[src/rtl/coherence_bus_ctrl_pkg.sv]
// Shared types for the coherence bus controller: FSM states, core count and core index.
package cpu_types_pkg;

  localparam int CPUS = 2;

  typedef logic core_idx_t;

  typedef enum logic [2:0] {
    IDLE  = 3'd0,
    WB    = 3'd1,
    SNOOP = 3'd2,
    FWD   = 3'd3,
    MEMLD = 3'd4
  } bus_state_t;

  function automatic core_idx_t other_core(input core_idx_t c);
    return ~c;
  endfunction

endpackage

[src/rtl/coherence_bus_ctrl_if.sv]
// Cache/RAM-side bundle of the coherence bus; slave = bus controller, master = caches and RAM.
interface coherence_bus_ctrl_if #(
  parameter int WORD_W = 32
);
  logic [1:0]             dREN;
  logic [1:0]             dWEN;
  logic [1:0][WORD_W-1:0] daddr;
  logic [1:0][WORD_W-1:0] dstore;
  logic [1:0]             cctrans;
  logic [1:0]             ccwrite;
  logic [1:0]             dwait;
  logic [1:0][WORD_W-1:0] dload;
  logic [1:0]             ccwait;
  logic [1:0]             ccinv;
  logic [1:0][WORD_W-1:0] ccsnoopaddr;
  logic                   ramREN;
  logic                   ramWEN;
  logic [WORD_W-1:0]      ramaddr;
  logic [WORD_W-1:0]      ramstore;
  logic [WORD_W-1:0]      ramload;
  logic                   ramready;

  modport slave (
    input  dREN, dWEN, daddr, dstore, cctrans, ccwrite, ramload, ramready,
    output dwait, dload, ccwait, ccinv, ccsnoopaddr, ramREN, ramWEN, ramaddr, ramstore
  );

  modport master (
    output dREN, dWEN, daddr, dstore, cctrans, ccwrite, ramload, ramready,
    input  dwait, dload, ccwait, ccinv, ccsnoopaddr, ramREN, ramWEN, ramaddr, ramstore
  );
endinterface

[src/rtl/coherence_bus_ctrl_arb.sv]
// Two-input request arbiter. COHERENCE_RR_ARB_EN selects round-robin with a last-grant
// register; otherwise core 0 has fixed priority.
module bus_arbiter
  import cpu_types_pkg::*;
(
`ifdef COHERENCE_RR_ARB_EN
  input  logic            CLK,
  input  logic            nRST,
  input  logic            i_take,
`endif
  input  logic [CPUS-1:0] i_req,
  output core_idx_t       o_grant
);

`ifdef COHERENCE_RR_ARB_EN
  core_idx_t r_last;

  // Last-grant register; reset to core 1 so core 0 wins the first contest.
  always_ff @(posedge CLK) begin
    if (!nRST) begin
      r_last <= 1'b1;
    end else if (i_take) begin
      r_last <= o_grant;
    end else begin
      r_last <= r_last;
    end
  end

  // On contention favour the core not granted last.
  always_comb begin
    if (i_req == 2'b11) begin
      o_grant = other_core(r_last);
    end else if (i_req[1]) begin
      o_grant = 1'b1;
    end else begin
      o_grant = 1'b0;
    end
  end
`else
  // Fixed priority: core 0 always wins.
  always_comb begin
    if (i_req[0]) begin
      o_grant = 1'b0;
    end else if (i_req[1]) begin
      o_grant = 1'b1;
    end else begin
      o_grant = 1'b0;
    end
  end
`endif

endmodule

[src/rtl/coherence_bus_ctrl.sv]
// Memory-side responder for two snooping dcaches: arbitration, snoop handshake, write-back,
// cache-to-cache forwarding and RAM fills. Arbitration policy set by COHERENCE_RR_ARB_EN.
module coherence_bus_ctrl
  import cpu_types_pkg::*;
#(
  parameter int WORD_W = 32
) (
  input  logic                 CLK,
  input  logic                 nRST,
  coherence_bus_ctrl_if.slave  bus
);

  bus_state_t        r_state, w_state_nxt;
  core_idx_t         r_g, w_g_nxt;
  logic              r_wc, w_wc_nxt;
  core_idx_t         w_s;
  core_idx_t         w_arb_grant;
  logic [CPUS-1:0]   w_req;
  logic              w_done;
  logic              w_snoop_on;
  logic [WORD_W-1:0] w_req_addr;

  assign w_req      = bus.dREN | bus.dWEN;
  assign w_s        = other_core(r_g);
  assign w_req_addr = bus.daddr[r_g];

`ifdef COHERENCE_RR_ARB_EN
  logic w_arb_take;
  assign w_arb_take = (r_state == IDLE) && (|w_req);
  bus_arbiter u_arb (
    .CLK     (CLK),
    .nRST    (nRST),
    .i_take  (w_arb_take),
    .i_req   (w_req),
    .o_grant (w_arb_grant)
  );
`else
  bus_arbiter u_arb (
    .i_req   (w_req),
    .o_grant (w_arb_grant)
  );
`endif

  // State, grant and word-count registers.
  always_ff @(posedge CLK) begin
    if (!nRST) begin
      r_state <= IDLE;
      r_g     <= 1'b0;
      r_wc    <= 1'b0;
    end else begin
      r_state <= w_state_nxt;
      r_g     <= w_g_nxt;
      r_wc    <= w_wc_nxt;
    end
  end

  // Next-state and output mux; outputs are forced idle while nRST is low so a RAM
  // completion in the reset cycle is never acknowledged.
  always_comb begin
    w_state_nxt     = r_state;
    w_g_nxt         = r_g;
    w_wc_nxt        = r_wc;
    w_done          = 1'b0;
    w_snoop_on      = 1'b0;
    bus.dwait       = 2'b11;
    bus.dload       = '0;
    bus.ccwait      = 2'b00;
    bus.ccinv       = 2'b00;
    bus.ccsnoopaddr = '0;
    bus.ramREN      = 1'b0;
    bus.ramWEN      = 1'b0;
    bus.ramaddr     = '0;
    bus.ramstore    = '0;

    if (!nRST) begin
      w_state_nxt = IDLE;
    end else begin
      case (r_state)
        IDLE: begin
          w_wc_nxt = 1'b0;
          if (|w_req) begin
            w_g_nxt     = w_arb_grant;
            w_state_nxt = bus.dWEN[w_arb_grant] ? WB : SNOOP;
          end else begin
            w_state_nxt = IDLE;
          end
        end
        WB: begin
          if (!w_req[r_g]) begin
            w_state_nxt = IDLE;
            w_wc_nxt    = 1'b0;
          end else begin
            bus.ramWEN     = 1'b1;
            bus.ramaddr    = w_req_addr;
            bus.ramstore   = bus.dstore[r_g];
            bus.dwait[r_g] = ~bus.ramready;
            w_done         = bus.ramready;
          end
        end
        SNOOP: begin
          w_snoop_on = 1'b1;
          if (bus.cctrans[w_s]) begin
            w_state_nxt = bus.ccwrite[w_s] ? FWD : MEMLD;
          end else begin
            w_state_nxt = SNOOP;
          end
        end
        FWD: begin
          // Dirty line: snooper's write-back goes to RAM and to the requester together.
          w_snoop_on     = 1'b1;
          bus.ramWEN     = bus.dWEN[w_s];
          bus.ramaddr    = bus.daddr[w_s];
          bus.ramstore   = bus.dstore[w_s];
          bus.dload[r_g] = bus.dstore[w_s];
          w_done         = bus.ramready & bus.dWEN[w_s] & bus.dREN[r_g];
          bus.dwait[r_g] = ~w_done;
          bus.dwait[w_s] = ~w_done;
        end
        MEMLD: begin
          w_snoop_on = 1'b1;
          if (!w_req[r_g]) begin
            w_state_nxt = IDLE;
            w_wc_nxt    = 1'b0;
          end else begin
            bus.ramREN     = 1'b1;
            bus.ramaddr    = w_req_addr;
            bus.dload[r_g] = bus.ramload;
            bus.dwait[r_g] = ~bus.ramready;
            w_done         = bus.ramready;
          end
        end
        default: begin
          w_state_nxt = IDLE;
          w_wc_nxt    = 1'b0;
        end
      endcase

      if (w_done) begin
        if (r_wc) begin
          w_state_nxt = IDLE;
          w_wc_nxt    = 1'b0;
        end else begin
          w_wc_nxt = 1'b1;
        end
      end else begin
        w_wc_nxt = w_wc_nxt;
      end

      if (w_snoop_on) begin
        bus.ccwait[w_s]      = 1'b1;
        bus.ccsnoopaddr[w_s] = w_req_addr;
        bus.ccinv[w_s]       = bus.ccwrite[r_g];
      end else begin
        bus.ccwait = 2'b00;
      end
    end
  end

endmodule

[src/flat_wrapper.sv]
// flat-port wrapper written by rule: the top's interface ports become plain ports
module coherence_bus_ctrl_flat import cpu_types_pkg::*;
#(
  parameter int WORD_W = 32
)
  (CLK, nRST, bus_dREN, bus_dWEN, bus_daddr, bus_dstore, bus_cctrans, bus_ccwrite, bus_ramload, bus_ramready, bus_dwait, bus_dload, bus_ccwait, bus_ccinv, bus_ccsnoopaddr, bus_ramREN, bus_ramWEN, bus_ramaddr, bus_ramstore);
  coherence_bus_ctrl_if #(.WORD_W(WORD_W)) bus_i ();
  input  logic CLK;
  input  logic nRST;
  input wire logic [$bits(bus_i.dREN)-1:0] bus_dREN;
  input wire logic [$bits(bus_i.dWEN)-1:0] bus_dWEN;
  input wire logic [$bits(bus_i.daddr)-1:0] bus_daddr;
  input wire logic [$bits(bus_i.dstore)-1:0] bus_dstore;
  input wire logic [$bits(bus_i.cctrans)-1:0] bus_cctrans;
  input wire logic [$bits(bus_i.ccwrite)-1:0] bus_ccwrite;
  input wire logic [$bits(bus_i.ramload)-1:0] bus_ramload;
  input wire logic [$bits(bus_i.ramready)-1:0] bus_ramready;
  output wire logic [$bits(bus_i.dwait)-1:0] bus_dwait;
  output wire logic [$bits(bus_i.dload)-1:0] bus_dload;
  output wire logic [$bits(bus_i.ccwait)-1:0] bus_ccwait;
  output wire logic [$bits(bus_i.ccinv)-1:0] bus_ccinv;
  output wire logic [$bits(bus_i.ccsnoopaddr)-1:0] bus_ccsnoopaddr;
  output wire logic [$bits(bus_i.ramREN)-1:0] bus_ramREN;
  output wire logic [$bits(bus_i.ramWEN)-1:0] bus_ramWEN;
  output wire logic [$bits(bus_i.ramaddr)-1:0] bus_ramaddr;
  output wire logic [$bits(bus_i.ramstore)-1:0] bus_ramstore;
  assign bus_i.dREN = bus_dREN;
  assign bus_i.dWEN = bus_dWEN;
  assign bus_i.daddr = bus_daddr;
  assign bus_i.dstore = bus_dstore;
  assign bus_i.cctrans = bus_cctrans;
  assign bus_i.ccwrite = bus_ccwrite;
  assign bus_i.ramload = bus_ramload;
  assign bus_i.ramready = bus_ramready;
  assign bus_dwait = bus_i.dwait;
  assign bus_dload = bus_i.dload;
  assign bus_ccwait = bus_i.ccwait;
  assign bus_ccinv = bus_i.ccinv;
  assign bus_ccsnoopaddr = bus_i.ccsnoopaddr;
  assign bus_ramREN = bus_i.ramREN;
  assign bus_ramWEN = bus_i.ramWEN;
  assign bus_ramaddr = bus_i.ramaddr;
  assign bus_ramstore = bus_i.ramstore;
  coherence_bus_ctrl #(.WORD_W(WORD_W)) u_core (.CLK(CLK), .nRST(nRST), .bus(bus_i));
endmodule
[config.mk]
export PLATFORM = sky130hd
export DESIGN_NAME = coherence_bus_ctrl_flat
export DESIGN_NICKNAME = d
export VERILOG_FILES = /design/src/rtl/coherence_bus_ctrl_pkg.sv /design/src/rtl/coherence_bus_ctrl_if.sv /design/src/rtl/coherence_bus_ctrl_arb.sv /design/src/rtl/coherence_bus_ctrl.sv /design/src/flat_wrapper.sv
export SDC_FILE = /design/constraint.sdc
export NUM_CORES = 1
export LEC_CHECK = 0
export ABC_AREA = 1
export CAP_MARGIN = 20
export CORE_AREA = 2 2 143 145
export DETAILED_ROUTE_END_ITERATION = 12
export DIE_AREA = 0 0 145 147
export GPL_ROUTABILITY_DRIVEN = 0
export PLACE_DENSITY = 0.63
export REMOVE_ABC_BUFFERS = 1
export SYNTH_ARGS = -nofsm -noshare
export SYNTH_HDL_FRONTEND = slang
export SYNTH_SLANG_ARGS = --single-unit
[constraint.sdc]
create_clock -name CLK -period 1.8 [get_ports CLK]
set_clock_uncertainty 0.2 [all_clocks]
set_input_delay 0.18 -clock CLK [delete_from_list [all_inputs] [get_ports CLK]]
set_output_delay 0.18 -clock CLK [all_outputs]
set_load 0.02 [all_outputs]
==> run_results.csv, run 1 <==
group,metric,value,unit
floorplan,rows,52,
setup_path,path_max_fanout,6,
clock_tree,htree_levels,1,
sta,report.final.slew_viol_count,0,
setup_path,critPathKind,"reg2out",
setup_path,end_kind,"output pin",
yosys,avgSynthCellArea,4.40,um2
clock_tree,clkTransAtPathRegs,0.03,ns
yosys,synth_edf_count,0,
setup_path,arrival,1.82,ns
yosys,yosysWarnings,0,
setup_path,rr_worst_depth,12,
outcome,violations,"setup timing",
clock_tree,numCtsBuffers,3,
global_routing,grt_pass1_vias,7954,
power,cellLeakagePower,5.25,nW
placement,dp_slack,-0.878,ns
detailed_routing,drtIter0Drc,418,
clock_tree,insertion_delay,0.23,ns
yosys,netlist_area,3890,um2
global_routing,grt_pass1_wl,43700,um
floorplan,floorplan.initialDensity,0.196,
clock_tree,root_buffer,"clkbuf_16",
yosys,synthTopCellsByArea,"nor2_1 (24%), a21oi_1 (22%), nand2_1 (20%)",
yosys,synth_top_cell_by_area,"nor2_1",
clock_tree,clkSinkCount,5,
layout,syn_to_final_growth,195,%
detailed_routing,vias_per_cell,4.90,
global_routing,grt_start_max_net_pins,91,
setup_path,critPathRequiredTime,1.42,ns
floorplan,io_pins,371,
detailed_routing,drt-wirelength-per-cell,19.2,um
yosys,ys_seq_elements,5,
floorplan,die_height,147,um
clock_tree,cts_tree,"built",
yosys,synth_most_common_cell,"nor2_1",
sta,rsz0062_at_grt,"true",
power,peakVddDrop,0.000330,V
sta,period_minus_slack,2.20,ns
placement,post-place-cells,1595,
sta,fin_crit_sh,1.22,
sta,slew_headroom,0.629,
clock_tree,holdBufCountCts,0,
power,p_per_area,343,nW/um2
yosys,synth_top_area_share,0.238,
yosys,ys_async_sr_fraction,0,
detailed_routing,drt-total-wl,32800,um
layout,fin_cells,1706,
detailed_routing,post-route-drc-count,0,
yosys,synth_flop_cell,"dfxtp_1",
sta,setup_slack,-0.397,ns
sta,max_freq,455,MHz
setup_path,startpoint_type,"register",
floorplan,core_area,19800,um2
yosys,synth-seq-area-share,0.0257,
floorplan,die_w,145,um
placement,io_buffers,370,
sta,finalHoldViolCount,0,
sta,tightest_slew,0.556,ns
detailed_routing,ant_nets,0,
layout,final_layout_size_suffix_gt1_frac,0.497,
placement,dpl.hpwl,18700,um
global_routing,grt_overflow,0,
yosys,ys_top_cells_by_count,"nor2_1 (247), nand2_1 (207), a21oi_1 (170)",
worst_hold_path,hp-class,"in2reg",
layout,finalNetCount,1607,
detailed_routing,vias,8352,
yosys,ys_types,19,
run,cap_violations,0,
floorplan,die-area,21300,um2
power,total_power,0.00395,W
outcome,outcome,"finished, violations left",
worst_hold_path,hold_depth,4,
sta,fin_setup_tns,-52.88,ns
layout,fill_cells,1907,
global_routing,antenna_found_initial,2,
yosys,netlist_instances,884,
sta,finalSetupViolCount,203,
clock_tree,clk_path_buf_depth,2,
detailed_routing,dr.pass1.iters,7,
global_routing,track_usage,0.258,
==> path summary, 6_finish.rpt <==
kind / to / slack (ns) / start
min: u_core.r_g / 0.21 / bus_dREN[0]
max: bus_ramaddr[11] / -0.40 / u_core.r_state[1]
min reg2reg: u_core.r_wc / 0.33 / u_core.r_wc
max reg2reg: u_core.r_state[2] / -0.03 / u_core.r_state[1]
==> kinds of logic after synthesis <==
| group | Yosys count | share of synthesized area |
|---|---|---|
| compound gates | 241 | 0.319 |
| flops | 5 | 0.0257 |
| buf+inv | 152 | 0.168 |
| simple gates | 486 | 0.487 |
==> cells in the final DEF (no fill, tap or decap), types with 29 or more instances in the layout <==
master and count:
buf_4 285, nor2_1 182, clkdlybuf4s50_1 165, nand2_1 163
a21oi_2 101, buf_6 91, inv_1 74, a21oi_1 64
nor2_4 35, nor2_2 33, buf_12 29
==> layer usage <==
layer	routed length, um	vias to the layer above	GRT usage
li1	-	3923	-
met1	12300	3839	0.287
met2	15800	485	0.450
met3	2850	103	0.0693
met4	1740	2	0.140
met5	17	-	0
==> power by group <==
part | leakage (nW) | total (W) | internal [W] | switching (W)
registers | 0.0434 | 0.000152 | 0.000128 | 0.0000244
logic | 5.16 | 0.00342 | 0.00173 | 0.00169
clock network | 0.0382 | 0.000370 | 0.000294 | 0.0000766
total | 5.25 | 0.00395 | 0.00215 | 0.00179
==> through the flow <==
step	instance area [um2]	hold slack (ns)	util
finish	11500	0.210	0.579
global route	11500	0.248	0.579
CTS	10300	0.209	0.517
detailed placement	8850	0.287	0.446
global placement	8850	0.273	0.446
floorplan	3560	0.106	-
==> cell type report <==
type,count,area [um2],share of cell area
Sequential cell,5,113,0.00980
Timing Repair Buffer,615,6290,0.548
Clock buffer,4,78.8,0.00686
Multi-Input combinational cell,727,4310,0.375
Inverter,84,348,0.0303
Tap cell,270,338,0.0294
Antenna cell,1,2.50,0.000218
==> registers in the layout, summed over array words and instances (netlist names) <==
name,flops
u_core.r_wc,1
u_core.r_g,1
u_core.r_state,3
==> repair_timing <==
action                     4_1_cts  5_1_grt
setup buffers                   54       29
resized for setup              988      522
pin swaps                       40       89
setup endpoints to repair      204      204
gates cloned                    23       13
==> critical path, stage by stage (launching register included) <==
cell and delay (ns):
dfxtp_4 0.37, nand3_4 0.09, buf_6 0.13, nor2_4 0.14, buf_6 0.14, buf_6 0.13
buf_16 0.14, buf_6 0.11, a21oi_2 0.05, a21oi_1 0.13, buf_4 0.16
Note: power is estimated with default switching activity, not from simulation.
==> run 2, diff against run 1 <==
--- a/config.mk
+++ b/config.mk
@@ -7,11 +7,11 @@
 export LEC_CHECK = 0
 export ABC_AREA = 1
 export CAP_MARGIN = 20
-export CORE_AREA = 2 2 143 145
+export CORE_AREA = 2 2 144 146
 export DETAILED_ROUTE_END_ITERATION = 12
-export DIE_AREA = 0 0 145 147
+export DIE_AREA = 0 0 146 148
 export GPL_ROUTABILITY_DRIVEN = 0
-export PLACE_DENSITY = 0.63
+export PLACE_DENSITY = 0.62
 export REMOVE_ABC_BUFFERS = 1
 export SYNTH_ARGS = -nofsm -noshare
 export SYNTH_HDL_FRONTEND = slang
==> run 2 against run 1 <==
  * The run still ends with setup timing left
  * Global-route usage shrank 1.0 points
  * Die area grew 1.4%
  * Setup slack worse by 0.023 ns
  * Largest power group unchanged
==> run_results.csv, run 2 (synthesis results as in run 1) <==
group,metric,value,unit
floorplan,core_area,20000,um2
floorplan,floorplan.initialDensity,0.194,
detailed_routing,ant_nets,0,
worst_hold_path,hp-class,"in2reg",
power,p_sw_frac,0.468,
clock_tree,holdBufCountCts,0,
detailed_routing,vias,8531,
detailed_routing,drt-wirelength-per-cell,19.4,um
layout,fill_cells,1600,
setup_path,critPathKind,"reg2out",
global_routing,antenna_found_initial,0,
floorplan,die_height,148,um
detailed_routing,drtIter0Drc,486,
clock_tree,insertion_delay,0.23,ns
clock_tree,clk_path_buf_depth,2,
sta,whs,0.235,ns
layout,finalNetCount,1621,
clock_tree,cts_tree,"built",
detailed_routing,vias_per_cell,4.96,
run,cap_violations,0,
setup_path,startpoint_type,"register",
placement,dp_slack,-0.969,ns
worst_hold_path,hold_depth,4,
setup_path,slowest_stage,"dfxtp_2",
clock_tree,htree_levels,1,
floorplan,rows,52,
layout,layout_commonest_cell,"buf_4",
setup_path,path_delay_family,"buffers and inverters",
power,seqPwrFrac,0.037,
global_routing,grt_overflow,0,
global_routing,grt_pass1_vias,7905,
power,total_power,0.00416,W
clock_tree,root_buffer,"clkbuf_16",
layout,largest_register,"u_core.r_state",
sta,report.final.slew_viol_count,0,
clock_tree,numCtsBuffers,3,
power,intPower,0.00221,W
layout,final_cell_mix,"buf_4 (220), clkdlybuf4s50_1 (165), buf_6 (156)",
detailed_routing,drt-total-wl,33300,um
setup_path,critPathRequiredTime,1.42,ns
detailed_routing,dr.pass1.iters,5,
sta,setup_slack,-0.420,ns
setup_path,arrival,1.84,ns
sta,finalSetupViolCount,199,
power,peakVddDrop,0.000332,V
outcome,outcome,"finished, violations left",
detailed_routing,post-route-drc-count,0,
floorplan,die-area,21600,um2
clock_tree,clkSinkCount,5,
power,p_switching,0.00195,W
setup_path,worstPathCellList,"inv_2 > nand3_4 > buf_6 > inv_6 > nand2_8 > buf_16 > nor2_2 > a21oi_2 > a21oi_1 > buf_4",
power,cellLeakagePower,5.56,nW
power,comb_power_share,0.871,
global_routing,track_usage,0.248,
setup_path,r2r_slack,0.03,ns
sta,max_freq,450,MHz
power,power.share.clock,0.092,
layout,top_regs,"u_core.r_state (3), u_core.r_g (1), u_core.r_wc (1)",
sta,finalHoldViolCount,0,
setup_path,crit_cells,10,
floorplan,die_w,146,um
setup_path,rr_worst_depth,12,
setup_path,end_kind,"output pin",
setup_path,slowest_delay,0.31,ns
power,p_per_area,322,nW/um2
sta,period_minus_slack,2.22,ns
placement,dpl.hpwl,18800,um
setup_path,path_buf_inv,5,
sta,rsz0062_at_grt,"true",
floorplan,io_pins,371,
setup_path,path_max_fanout,12,
layout,final_layout_size_suffix_gt1_frac,0.581,
layout,syn_to_final_growth,232,%
layout,diodes,0,
global_routing,grt_start_max_net_pins,59,
layout,largest_reg_flops,3,
clock_tree,clkTransAtPathRegs,0.04,ns
placement,io_buffers,370,
sta,fin_crit_sh,1.23,
global_routing,grt_pass1_wl,43000,um
outcome,violations,"setup timing",
sta,tightest_slew,0.342,ns
sta,slew_headroom,0.770,
==> run 2: power by group through the flow <==
stage                     Combinational (W)  Clock [W]  Sequential, W
final                               0.00362   0.000382       0.000154
after global placement              0.00234          0       0.000141
after detailed placement            0.00235          0       0.000141
after CTS                           0.00300   0.000374       0.000151
after global routing                0.00379   0.000392       0.000155
after floorplan                    0.000880          0       0.000174
==> run 2: final cells by class <==
class                      count  area (um2)  share of cell area
clock buffer                   4        78.8             0.00610
inverter                      84         355              0.0275
multi-input combinational    727        5210               0.403
sequential                     5         113             0.00871
tap                          270         338              0.0261
timing repair buffer         629        6830               0.529
==> run 2: metal layers <==
layer,vias up,GRT usage,routed length [um]
met4,0,0.0820,1160
met2,458,0.443,16900
met1,4040,0.302,12800
li1,3945,-,-
met3,88,0.0423,2430
met5,-,0,0
==> run 2: timing repair <==
item / in CTS / in global routing
pin swaps: 59 / 159
resized for setup: 1316 / 489
setup buffers: 54 / 38
cloned: 22 / 12
endpoints found under the setup margin: 203 / 204
==> run 2: worst reg2reg max path, stage by stage, from the launching register on <==
cell and delay (ns):
dfxtp_4 0.41, inv_6 0.06, buf_12 0.15, buf_6 0.12, nand2_4 0.06, nand2_4 0.05, nor2_4 0.14, buf_6 0.11
nand2_1 0.06, nand2_2 0.08, nand2_2 0.08, nand2_4 0.08, nor2_2 0.05
==> run 2: through the flow <==
stage               TNS (ns)  std cells  area (um2)  utilization
finish                -56.22       1719       12900        0.645
global route          -67.38       1719       12900        0.645
CTS                   -43.04       1690       11000        0.550
detailed placement   -130.65       1613        9070        0.453
global placement     -125.55       1613        9070        0.453
floorplan            -672.26        816        3560            -
==> run 2: worst paths after layout <==
path | from | to
setup / recovery | u_core.r_state[2] | bus_ramstore[4]
hold / removal | bus_dREN[0] | u_core.r_g
setup reg to reg | u_core.r_g | u_core.r_state[1]
hold reg to reg | u_core.r_wc | u_core.r_wc
